## config.mk

```make
export PLATFORM = sky130hd
export DESIGN_NAME = mem_arbiter
export DESIGN_NICKNAME = d
export VERILOG_FILES = /design/src/rtl/mem_arbiter.sv
export SDC_FILE = /design/constraint.sdc
export NUM_CORES = 1
export LEC_CHECK = 0
export ABC_AREA = 1
export BUFFER_PORTS_ARGS = -buffer_cell sky130_fd_sc_hd__buf_2
export CORE_MARGIN = 2
export CORE_UTILIZATION = 28
export DETAILED_ROUTE_END_ITERATION = 6
export GPL_ROUTABILITY_DRIVEN = 0
export GPL_TIMING_DRIVEN = 0
export HOLD_SLACK_MARGIN = 0.05
export PLACE_DENSITY_LB_ADDON = 0.08
export SETUP_SLACK_MARGIN = 0.2
export SLEW_MARGIN = 5
export SYNTH_ARGS = -nofsm -noshare
export SYNTH_HDL_FRONTEND = slang
export SYNTH_SLANG_ARGS = --single-unit
```

## constraint.sdc

```tcl
create_clock -name clk -period 1.9 [get_ports clk]
set_clock_uncertainty 0.2 [all_clocks]
set_input_delay 0.19 -clock clk [delete_from_list [all_inputs] [get_ports clk]]
set_output_delay 0.19 -clock clk [all_outputs]
set_load 0.02 [all_outputs]
```

## src/rtl/mem_arbiter.sv

```systemverilog
`default_nettype none
// ============================================================================
// Module      : mem_arbiter
// Description : Two-port request/grant arbiter sharing one single-port
//               synchronous RAM, with tagged read-data return.
// Revision    : 1.0 - initial release
// ============================================================================
module mem_arbiter #(
    parameter int ADDR_WIDTH = 15,
    parameter int DATA_WIDTH = 16,
    parameter int RD_LATENCY = 1,
    parameter int FIXED_PRIO = 0
) (
    input  logic                  clk,
    input  logic                  reset,
    input  logic                  req0,
    input  logic                  req1,
    input  logic                  we0,
    input  logic                  we1,
    input  logic [ADDR_WIDTH-1:0] addr0,
    input  logic [ADDR_WIDTH-1:0] addr1,
    input  logic [DATA_WIDTH-1:0] wdata0,
    input  logic [DATA_WIDTH-1:0] wdata1,
    output logic                  gnt0,
    output logic                  gnt1,
    output logic                  rvalid0,
    output logic                  rvalid1,
    output logic [DATA_WIDTH-1:0] rdata0,
    output logic [DATA_WIDTH-1:0] rdata1,
    output logic                  mem_en,
    output logic                  mem_we,
    output logic [ADDR_WIDTH-1:0] mem_addr,
    output logic [DATA_WIDTH-1:0] mem_wdata,
    input  logic [DATA_WIDTH-1:0] mem_rdata
);

    localparam int c_LAST = RD_LATENCY - 1;

    logic                  r_last_gnt;
    logic [RD_LATENCY-1:0] r_tag_vld;
    logic [RD_LATENCY-1:0] r_tag_port;

    logic                  w_gnt0;
    logic                  w_gnt1;
    logic                  w_mem_we;
    logic [ADDR_WIDTH-1:0] w_mem_addr;
    logic [DATA_WIDTH-1:0] w_mem_wdata;

    // Grants are gated by reset so nothing reaches the RAM while it is held.
    always_comb begin
        w_gnt0 = 1'b0;
        w_gnt1 = 1'b0;
        if (!reset) begin
            if (req0 && req1) begin
                if ((FIXED_PRIO != 0) || r_last_gnt) begin
                    w_gnt0 = 1'b1;
                end else begin
                    w_gnt1 = 1'b1;
                end
            end else begin
                w_gnt0 = req0;
                w_gnt1 = req1;
            end
        end
    end

    always_comb begin
        w_mem_we    = 1'b0;
        w_mem_addr  = '0;
        w_mem_wdata = '0;
        if (w_gnt0) begin
            w_mem_we    = we0;
            w_mem_addr  = addr0;
            w_mem_wdata = wdata0;
        end else if (w_gnt1) begin
            w_mem_we    = we1;
            w_mem_addr  = addr1;
            w_mem_wdata = wdata1;
        end
    end

    always_ff @(posedge clk or posedge reset) begin
        if (reset) begin
            r_last_gnt <= 1'b1;
        end else if (w_gnt0) begin
            r_last_gnt <= 1'b0;
        end else if (w_gnt1) begin
            r_last_gnt <= 1'b1;
        end
    end

    // Each stage carries {valid, port}; only granted reads enter as valid.
    always_ff @(posedge clk or posedge reset) begin
        if (reset) begin
            r_tag_vld  <= '0;
            r_tag_port <= '0;
        end else begin
            r_tag_vld[0]  <= (w_gnt0 | w_gnt1) & ~w_mem_we;
            r_tag_port[0] <= w_gnt1;
            for (int i = 1; i < RD_LATENCY; i++) begin
                r_tag_vld[i]  <= r_tag_vld[i-1];
                r_tag_port[i] <= r_tag_port[i-1];
            end
        end
    end

    assign gnt0      = w_gnt0;
    assign gnt1      = w_gnt1;
    assign mem_en    = w_gnt0 | w_gnt1;
    assign mem_we    = w_mem_we;
    assign mem_addr  = w_mem_addr;
    assign mem_wdata = w_mem_wdata;

    assign rvalid0   = r_tag_vld[c_LAST] & ~r_tag_port[c_LAST];
    assign rvalid1   = r_tag_vld[c_LAST] &  r_tag_port[c_LAST];
    assign rdata0    = mem_rdata;
    assign rdata1    = mem_rdata;

endmodule
`default_nettype wire
```

==> results.toml <==
[outcome]
status = "complete, no violations"

[die]
rows = 20
die_w_um = 60.5
die-area_sq_um = 3660
initial_core_util_pct = 29.3
boundaryPins = 153
die_h_um = 60.5
core-area_sq_um = 3050

[place]
place_hpwl_um = 2600
place_ws_ns = 0.212
io_buffers = 136
placedCellCount = 337

[timing]
slew_violations = 0
fin_tns_setup_ns = 0
worst_pin_slew_ns = 0.247
period_share_pct = 94.9
hold_viol = 0
fmax_ghz = 0.555
rsz0062_at_grt = "yes"
post-route-min-period_ns = 1.80
fin_ws_ns = 0.0977
finalSetupViolCount = 0
relSlewSlack_pct = 83.5

[logic_synthesis]
syn_nets = 241
ys_ff_latch = 3
ys_types = 17
synth_area_leader_cell = "nand2_1"
synth.area.mux_share_pct = 0
synth_fa_ha_area_share_pct = 0
synth_top_family_by_area = "simple AND/OR/NAND/NOR gates"
yosys.area_share.simple_pct = 50.7
syn_inst = 157
yosysWarningCount = 0
seq_area_frac_synth_pct = 8.54
avgSynthCellArea_sq_um = 5.69
synth_compound_area_share_pct = 2.38
syn-cell-area_sq_um = 893
synth.area.top_cells = "nand2_1, buf_4, nand2_2"
synth-xor-area-share_pct = 0
synth_top_area_share_pct = 33.6

[cells_and_area]
fillers = 285
drive_gt1_share_pct = 78.6
multi_input_area_sq_um = 579
seqCellArea_sq_um = 76.3
nets = 389
insertedDiodeCount = 0
final_core_util_pct = 67.6
fin_cells = 348
syn2layout_area_growth_pct = 131

[drt]
first_pass_iters = 2
post_drt_wl_per_cell_um = 10.1
drt_wl_total_um = 3510
num_vias = 1400
drc = 0
ant_nets = 0
viasPerCell = 4.02
drt_iter0_drc = 19

[pwr]
seqPwrFrac_pct = 10.1
clockPowerShare_pct = 14.5
switching_share_pct = 42.6
p_comb_share_pct = 75.4
p_int_mw = 0.440
power.density_nw_per_um2 = 371
p_sw_mw = 0.326
ir_worst_vdd_uv = 207
p_total_mw = 0.766
power.leakage_nw = 1.29

[clock_tree]
cts_tree = "yes"
cts.reportedPaths.clkPinSlew_ns = 0.04
cts_buffers = 3
clock_sinks = 3
clk_latency_ns = 0.23
cts_buffer_depth = 2
htreeDepth = 1
root_buffer = "clkbuf_4"

[setup_path]
cpPeakStageDelay_ns = 0.36
path_class = "reg -> out"
crit_top_cell = "buf_6"
cp.required_ns = 1.51
path_delay_family = "buffers and inverters"
crit_slowest_cell = "dfstp_2"
startpoint_type = "flip-flop"
worstSetupEndpointType = "primary output"
crit_chain = "buf_4 > a21oi_4 > buf_6 > nand2_1 > nand2_2 > buf_6"
crit_buf_inv = 3
worstPathMaxFanout = 10
crit_arrival_ns = 1.41

[global_route]
met3_usage_pct = 4.05
first_global_vias = 1195
grt_pass1_wl_um = 4480
grtUsageTotal_pct = 15.5
grt_busiest_layer = "met2"
grt_max_degree = 12
gr-usage-met1_pct = 16.1
grtUsageMet2_pct = 29.8
grt_overflow = 0
antenna_found_initial = 0

[min_path]
min_path_type = "in -> reg"

[flow_run]
drv_cap = 0
==> worst min-delay path, delay by kind of cell <==
kind	cells	cell delay (ns)
buffers and inverters	1	0.08
AND/OR/NAND/NOR	3	0.21
==> final timing paths <==
check | slack (ns) | depth (start not counted) | end | start
worst max-delay path | 0.1 | 6 | mem_addr[0] | r_last_gnt
worst min-delay path | 0.09 | 4 | r_tag_vld | we0
worst max register to register | 0.64 | 6 | r_tag_vld | r_last_gnt
worst min register to register | 0.49 | 3 | r_last_gnt | r_last_gnt
max in group asynchronous | 1.04 | 3 | r_last_gnt | reset
min in group asynchronous | 0.23 | 3 | r_tag_port | reset
==> cells by family (layout without fill, tap and decap cells) <==
| logic type | count (synthesis) | count (layout) |
|---|---|---|
| buffers and inverters | 47 | 194 |
| flip-flops | 3 | 3 |
| AND/OR/NAND/NOR | 105 | 105 |
| AO/OA/AOI/OAI | 2 | 2 |
==> power by group through the flow <==
stage,Sequential (mW),Clock [mW],Combinational [mW]
after CTS,0.0771,0.116,0.521
final,0.0771,0.111,0.578
after detailed placement,0.0805,0,0.448
after floorplan,0.0792,0,0.279
after global routing,0.0783,0.126,0.623
after global placement,0.0802,0,0.447
==> what timing repair did <==
item,in CTS,in global routing
pin swaps,10,12
hold buffers,1,0
setup endpoints to repair,32,34
setup buffers,2,1
cloned,1,2
resized for setup,63,44
endpoints found under the hold margin,3,0
==> placed cells by master, fill, tap and decap left out, drive strengths merged <==
cell type and n:
buf 178, inv 8, dlygate4sd3 1, clkbuf 6
clkinv 1, dfrtp 2, nor2 4, o21ai 1
nand4 1, dfstp 1, nand2 99, a21oi 1
nand3 1
==> per-layer routing <==
metal,wire length [um],share of wire [%]
met5,0,0
met1,1180,34
met3,403,11
met2,1880,54
met4,39,1.1
==> layout make-up <==
type,instances,area share (%)
clock buffers,4,1.27
plain buffers,38,15.9
multi-input cells,107,28.1
flip-flops and latches,3,3.70
inverters,9,2.24
repair buffers,143,46.1
well taps,44,2.67
==> cells in the mapped netlist <==
library cell  number
nand2_1           80
buf_4             32
nand2_2           19
inv_1              6
buf_2              3
nor2_1             3
buf_12             2
dfrtp_1            2
inv_2              2
a21oi_4            1
buf_6              1
dfstp_2            1
inv_4              1
nand3_1            1
nand4_1            1
nor2_4             1
o21ai_0            1
==> metrics by stage <==
step           hold WS (ns)  instance area (sq um)
6_report             0.0857                   2060
5_1_grt               0.116                   2060
4_1_cts              0.0537                   1860
3_5_place_dp         -0.101                   1630
3_3_place_gp         -0.107                   1630
2_1_floorplan        -0.260                    893
==> state kept, by name (all words and copies together) (netlist names) <==
name / cells
r_last_gnt: 1
r_tag_port: 1
r_tag_vld: 1
Note: power is estimated with default switching activity, not from simulation.
